### config.mk
export PLATFORM = sky130hd
export DESIGN_NAME = spi_controller
export DESIGN_NICKNAME = d
export VERILOG_FILES = /design/src/rtl/spi_controller.sv
export SDC_FILE = /design/constraint.sdc
export NUM_CORES = 1
export LEC_CHECK = 0
export ABC_AREA = 1
export CAP_MARGIN = 20
export CORE_UTILIZATION = 50
export CTS_CLUSTER_SIZE = 25
export DETAILED_ROUTE_END_ITERATION = 12
export GPL_ROUTABILITY_DRIVEN = 0
export PLACE_DENSITY_LB_ADDON = 0.12
export SKIP_LAST_GASP = 1
export SLEW_MARGIN = 5
export SYNTH_ARGS = -nofsm -noshare
export SYNTH_HDL_FRONTEND = slang
export SYNTH_SLANG_ARGS = --single-unit
### constraint.sdc
create_clock -name clk -period 1.95 [get_ports clk]
set_input_delay 0.195 -clock clk [delete_from_list [all_inputs] [get_ports clk]]
set_output_delay 0.195 -clock clk [all_outputs]
set_load 0.02 [all_outputs]
### src/rtl/spi_controller.sv
// spi_controller: SPI initiator issuing one 16-bit {rw, addr, data} register frame per start.
// Every output is a register; ena low freezes the divider, FSM and outputs.
module spi_controller #(
   parameter int CLK_DIV    = 4,
   parameter int REG_WIDTH  = 8,
   parameter int ADDR_WIDTH = 7
) (
   input  logic                  clk,
   input  logic                  rst,
   input  logic                  ena,
   input  logic [1:0]            mode,
   input  logic                  start,
   input  logic                  rw,
   input  logic [ADDR_WIDTH-1:0] addr,
   input  logic [REG_WIDTH-1:0]  wdata,
   output logic                  busy,
   output logic                  done,
   output logic [REG_WIDTH-1:0]  rdata,
   output logic                  spi_cs_n,
   output logic                  spi_clk,
   output logic                  spi_mosi,
   input  logic                  spi_miso
);
   localparam int FW = 1 + ADDR_WIDTH + REG_WIDTH;
   localparam int NE = 2 * FW;
   localparam int DW = $clog2(CLK_DIV);
   localparam int EW = $clog2(NE);

   if (CLK_DIV < 4) begin : g_bad_div
      $error("CLK_DIV must be at least 4");
   end
   if (1 + ADDR_WIDTH != 8) begin : g_bad_addr
      $error("1 + ADDR_WIDTH must equal 8");
   end

   typedef enum logic [2:0] {IDLE, SETUP, XFER, HOLD, GAP} state_e;

   state_e               state_q, state_d;
   logic [DW-1:0]        div_q, div_d;
   logic [EW-1:0]        ecnt_q, ecnt_d;
   logic [FW-1:0]        tx_q, tx_d;
   logic [REG_WIDTH-1:0] rx_q, rx_d, rdata_q, rdata_d;
   logic                 cpol_q, cpol_d, cpha_q, cpha_d;
   logic                 busy_q, busy_d, done_q, done_d;
   logic                 cs_n_q, cs_n_d, sck_q, sck_d, mosi_q, mosi_d;
   logic                 tick, lead, last;
   logic [FW-1:0]        frame;

   assign frame = {rw, addr, wdata};
   assign tick  = div_q == DW'(CLK_DIV - 1);
   assign lead  = ~ecnt_q[0];
   assign last  = ecnt_q == EW'(NE - 1);

   always_comb begin
      state_d = state_q;
      div_d   = div_q;
      ecnt_d  = ecnt_q;
      tx_d    = tx_q;
      rx_d    = rx_q;
      rdata_d = rdata_q;
      cpol_d  = cpol_q;
      cpha_d  = cpha_q;
      busy_d  = busy_q;
      done_d  = done_q;
      cs_n_d  = cs_n_q;
      sck_d   = sck_q;
      mosi_d  = mosi_q;
      if (ena) begin
         done_d = 1'b0;
         div_d  = (state_q == IDLE || tick) ? '0 : div_q + 1'b1;
         case (state_q)
            IDLE: if (start) begin
               state_d          = SETUP;
               {cpol_d, cpha_d} = mode;
               busy_d           = 1'b1;
               cs_n_d           = 1'b0;
               sck_d            = mode[1];
               mosi_d           = ~mode[0] & frame[FW-1];
               tx_d             = mode[0] ? frame : frame << 1;
            end
            SETUP: if (tick) state_d = XFER;
            XFER: if (tick) begin
               sck_d  = ~sck_q;
               ecnt_d = last ? '0 : ecnt_q + 1'b1;
               // CPHA=0 bit 15 is already on MOSI, so only the trailing edges before the last one shift
               if (cpha_q ? lead : (~lead && ~last)) begin
                  mosi_d = tx_q[FW-1];
                  tx_d   = tx_q << 1;
               end
               if (lead ^ cpha_q) rx_d = {rx_q[REG_WIDTH-2:0], spi_miso};
               if (last) state_d = HOLD;
            end
            HOLD: if (tick) begin
               state_d = GAP;
               cs_n_d  = 1'b1;
               mosi_d  = 1'b0;
               done_d  = 1'b1;
               rdata_d = rx_q;
            end
            GAP: if (tick) begin
               state_d = IDLE;
               busy_d  = 1'b0;
            end
            default: state_d = IDLE;
         endcase
      end
   end

   always_ff @(posedge clk or posedge rst) begin
      if (rst) begin
         state_q <= IDLE;
         div_q   <= '0;
         ecnt_q  <= '0;
         tx_q    <= '0;
         rx_q    <= '0;
         rdata_q <= '0;
         cpol_q  <= 1'b0;
         cpha_q  <= 1'b0;
         busy_q  <= 1'b0;
         done_q  <= 1'b0;
         cs_n_q  <= 1'b1;
         sck_q   <= 1'b0;
         mosi_q  <= 1'b0;
      end else begin
         state_q <= state_d;
         div_q   <= div_d;
         ecnt_q  <= ecnt_d;
         tx_q    <= tx_d;
         rx_q    <= rx_d;
         rdata_q <= rdata_d;
         cpol_q  <= cpol_d;
         cpha_q  <= cpha_d;
         busy_q  <= busy_d;
         done_q  <= done_d;
         cs_n_q  <= cs_n_d;
         sck_q   <= sck_d;
         mosi_q  <= mosi_d;
      end
   end

   assign busy     = busy_q;
   assign done     = done_q;
   assign rdata    = rdata_q;
   assign spi_cs_n = cs_n_q;
   assign spi_clk  = sck_q;
   assign spi_mosi = mosi_q;
endmodule

# After elaboration in Yosys (flattened, before gate mapping)
# Index checks and enable logic that the tools add are counted.
[classes] add_sub_neg=2 n_mul=0 div_mod_pow=0 magnitude_cmp=0 n_eq_ne=13 shift=0 muxes=30 bitwise=6 n_reduce_logical=17
[op_table] cell="$mux W16" n=4
[op_table] cell="$pmux W16 S2" n=1
[op_table] cell="$mux W3" n=6
[op_table] cell="$reduce_and A4 Y1" n=4
[op_table] cell="$pmux W3 S5" n=1
[op_table] cell="$ne A2 B2 Y1 const B" n=7
[op_table] cell="$mux W1" n=12
[op_table] cell="$reduce_and A3 Y1" n=3
[op_table] cell="$reduce_and A7 Y1" n=1
[op_table] cell="$eq A3 B2 Y1 const B" n=2
[op_table] cell="$pmux W1 S2" n=3
[op_table] cell="$reduce_and A6 Y1" n=1
[op_table] cell="$reduce_bool A2 Y1" n=3
[op_table] cell="$add A5 B1 Y5 const B" n=1
[op_table] cell="$eq A5 B5 Y1 const B" n=1
[op_table] cell="$mux W5" n=1
[op_table] cell="$reduce_and A5 Y1" n=1
[op_table] cell="$not A1 Y1" n=4
[op_table] cell="$eq A3 B1 Y1 const B" n=1
[op_table] cell="$eq A3 B3 Y1 const B" n=1
[op_table] cell="$logic_not A3 Y1" n=1
[op_table] cell="$pmux W1 S3" n=1
[op_table] cell="$reduce_bool A3 Y1" n=1
[op_table] cell="$add A2 B1 Y2 const B" n=1
[op_table] cell="other kinds (6)" n=6
[word_totals] reg_bits=48 latchBits=0 ramBits=0 romBits=0 input_bits=23 wordCells=80 mem_count=0

# Longest topological paths before layout
[logic_depth] word_depth=7 mapped_depth=11 depth_no_buf=11

# Least setup slack after synthesis
# No wires, ideal clock.
[synth_timing] path_kind="register to register" start="reg ecnt_q[0]" end="reg tx_q[0]" setup_ns=0.117 arrival_time_ns=1.484 slack_ns=0.349 stages_incl_launch_ff=12 synth_period_minus_slack_ns=1.601 cell_sequence="dfrtp_1 ha_1 nand2_1 nor2_1 ha_1 nand2_1 nand3_1 nand2_2 nand2_4 buf_6 nand2_1 nand2_1"
[synth_between] elab_chain_len=6
[synth_rtl] element="from (decl)" line="40" source="logic [EW-1:0] ecnt_q, ecnt_d;"
[synth_rtl] element="from (signal assigned)" line="127" source="ecnt_q <= ecnt_d;"
[synth_rtl] element="$eq A5 B5 Y1" line="52" source="assign last = ecnt_q == EW'(NE - 1);"
[synth_rtl] element="$not A1 Y1" line="86" source="if (cpha_q ? lead : (~lead && ~last)) begin"
[synth_rtl] element="$logic_and A1 B1 Y1" line="86"
[synth_rtl] element="$mux W1 *" line="86"
[synth_rtl] element="$ne A2 B2 Y1 (no line) *"
[synth_rtl] element="$reduce_and A5 Y1 (no line) *"
[synth_rtl] element="to (signal assigned)" line="128" source="tx_q <= tx_d;"
[synth_rtl] element="to (decl)" line="41" source="logic [FW-1:0] tx_q, tx_d;"
# Every way passes the cells marked *; elsewhere a longest branch is shown, timed or not.
# A chain may end at the register's enable or synchronous reset.

# Final worst setup path
[layout_timing] start="reg ecnt_q[0]" end="reg tx_q[12]"
# The elaborated chain is that of the path after synthesis.

==> key figures <==
Power and ir drop
  – Post-layout total power: 3760 uW
  – Pwr Density: 1220 nW/um2
  – Worst ir drop on vdd: 684 uV
  – Leak pwr: 0.00160 uW

STA
  – Tightest slew margin relative to the limit: 0.654
  – Final worst clock skew: 11.4 ps
  – Peak clock frequency supported by timing: 0.563 GHz
  – Hold Fails Final Rpt: 0
  – Final worst-path setup slack: 173 ps
  – Crit path time final: 1780 ps
  – Total setup violations reported at the end of the flow: 0
  – Final number of max-transition violations: 0
  – RSZ-0062 raised after global routing: false
  – Final sum of negative setup slack: 0 ps
  – Final clock period utilization by the worst path: 0.911
  – Actual slew at the worst max-slew pin: 519 ps

Synth
  – Netlist area before placement: 2530 um2
  – Synth Net Count: 367
  – Number of storage elements in the synthesis netlist: 48
  – Fraction of the yosys area taken by sequential cells: 0.476
  – Synthesized area per cell: 7.42 um2
  – Gate Count Post-Synth: 341
  – Yosys synthesis warning count: 0
  – Yosys cell types: 25

Final layout
  – Share of layout cells above drive strength 1: 0.0816
  – Area growth from synthesis to final layout: 21.9%
  – Diode insertion count for antenna repair: 0
  – Most common cell after layout, fill and taps aside: nand2_1
  – Commonest non-fill, non-tap cells in the layout: 148 x nand2_1, 47 x dfrtp_1, 38 x o21ai_0
  – Filler cell count: 454
  – Final layout net count: 405

Die
  – Horizontal die dimension: 73.1 um
  – Ports: 36
  – Row Count: 25
  – Die H: 73.1 um
  – Area of the die: 5350 um2
  – Core Box Area: 4790 um2
  – Initial cell density of the core: 0.528

Setup path
  – Required time of the critical path: 2150 ps
  – Count of buffering cells on the critical path with inverters included: 0
  – Crit path from: ecnt_q[0]$_DFFE_PP0P_
  – Cell repeated most along the worst path: nand2_1
  – List of cells traversed by the critical path: ha_1, nand2_1, nor2_1, ha_1, nand2_1, nand3_1, nand2_2, nand2_4, nand2_1, nand2_1
  – Slowest Stage Delay on Critical Path: 430 ps
  – Worst flop-to-flop path endpoint: tx_q[12]$_DFFE_PP0P_
  – Critical path arrival: 1970 ps
  – Max FO, Critical Path: 16
  – Reg-to-reg startpoint: ecnt_q[0]$_DFFE_PP0P_
  – Slowest-stage cell, CP: dfrtp_1
  – Endpoint kind of the worst setup timing path: flip-flop
  – Register-to-register path setup slack: 170 ps
  – Worst Setup Start Kind: flip-flop
  – Crit Path Class: flip-flop to flip-flop
  – Register-to-Register Path Depth: 10
  – Delay-heaviest family, CP: simple AND/OR/NAND/NOR gates

Clock tree
  – Skew-Pair Late Insertion Delay: 300 ps
  – CTS root buffer: clkbuf_8
  – Hold Buf Count CTS: 0
  – CTS H-tree depth: 2
  – Bufs on Longest Clock Path: 2
  – Postcts setup bufs: 0
  – Count of cells resized by post-cts repair: 0
  – Clock slew seen by the registers of the worst setup and hold paths: 90 ps
  – Clock tree from TritonCTS: built
  – TritonCTS sink count: 48
  – Number of buffers added by the clock tree synthesis step: 5

Route
  – Total wire length after detailed routing: 5.13 mm
  – Detailed-route wire length per cell: 11.5 um
  – Via count of the routed design: 2194
  – Drc violations: 0
  – Number of DRC violations after detailed-routing iteration 0: 154
  – Post-DR vias/cell: 4.91
  – Number of detailed-route iterations in the first pass: 4
  – Antenna Nets Post-Route: 0

Run status
  – Run status: finished, final reports clean

Place
  – HPWL after DPL: 3.66 mm
  – Worst slack at placement: 206 ps
  – Count of buffers from port buffering: 35

Global routing
  – First-pass GRT wire length: 8.89 mm
  – Pin count of the biggest net entering global routing: 27
  – Global Route met2 Usage: 0.365
  – Overflow after GRT: 0
  – Via count of the first global-routing pass: 2079
  – Global-route usage over all layers: 0.213
  – Global routing usage on met1: 0.274
  – Initial antenna violation count: 0
  – GR Util met3: 0.0470
  – Most used routing layer: met2

Flow run
  – Max cap viols: 0

Hold path
  – Type of the tightest min-delay check: input pin to async pin
[flip-flops by register name, summed over array words and instances (netlist names), 2 cells and up]
register / flops
tx_q: 16
rdata: 8
rx_q: 8
ecnt_q: 5
state_q: 3
div_q: 2
[per-layer routing]
metal  wire length [um]  share of wire  vias to the layer above
li1                   -              -                     1147
met1               2460           0.48                      989
met2               2390           0.47                       50
met3                210          0.041                        8
met4                 68          0.013                        0
met5                  0              0                        -
[stage by stage]
step           instances  hold slack (ps)  cell area [um2]   util
2_1_floorplan        341              291             2530      -
3_3_place_gp         439              454             2950  0.615
3_5_place_dp         439              459             2950  0.615
4_1_cts              447              250             3080  0.644
5_1_grt              447              298             3080  0.644
6_report             447              237             3080  0.644
[how the worst max path moves through the flow]
stage,to,slack (ps),cells after the start
after CTS,tx_q[12]$_DFFE_PP0P_,170,10
final,tx_q[12]$_DFFE_PP0P_,170,10
after floorplan,tx_q[0]$_DFFE_PP0P_,350,11
after global placement,tx_q[6]$_DFFE_PP0P_,270,10
after detailed placement,tx_q[12]$_DFFE_PP0P_,210,10
after global routing,spi_mosi$_DFFE_PP0P_,30,10
[kinds of logic (layout without fill, tap and decap cells)]
group	after synthesis	count (layout)	synth area share
AND/OR/NAND/NOR	196	196	0.329
AO/OA/AOI/OAI	48	48	0.0995
flip-flops	48	48	0.476
buffers and inverters	45	84	0.0782
adder cells (fa/ha/maj)	3	3	0.0148
XOR/XNOR	1	1	0.00346
[area by class of cell]
type	instances	area [um2]	area share
sequential	48	1200	0.390
multi-input combinational	248	1130	0.366
timing repair buffer	42	403	0.131
inverter	34	128	0.0414
tap	67	83.8	0.0272
clock buffer	5	68.8	0.0223
clock inverter	3	68.8	0.0223
[power breakdown]
part	switching (uW)	leakage, uW	internal (uW)
Clock	342	0.0000687	516
Sequential	182	0.000617	1280
Combinational	904	0.000911	533
[worst register-to-register path, cell delays in order, from the launching register on]
cell     delay (ps)
dfrtp_1         430
ha_1            230
nand2_1          90
nor2_1           50
ha_1            210
nand2_1          70
nand3_1          80
nand2_2         200
nand2_4         170
nand2_1         100
nand2_1          60
[synth_stat cells]
master,instances,share of area
nand2_1,148,0.22
dfrtp_1,47,0.47
o21ai_0,38,0.075
inv_1,30,0.045
nand3_1,30,0.059
nor2_1,7,0.010
a21oi_1,6,0.012
buf_2,5,0.0099
inv_2,4,0.0059
nand2_2,4,0.0099
ha_1,3,0.015
o21bai_1,3,0.0089
buf_4,2,0.0059
buf_6,2,0.0089
nand3b_1,2,0.0059
buf_1,1,0.0015
clkbuf_1,1,0.0015
dfstp_2,1,0.010
nand2_4,1,0.0045
nand3_2,1,0.0040
nor2_2,1,0.0025
nor2_4,1,0.0045
nor2_8,1,0.0079
o21ai_2,1,0.0035
xor2_1,1,0.0035
(Power assumes the default switching activity.)
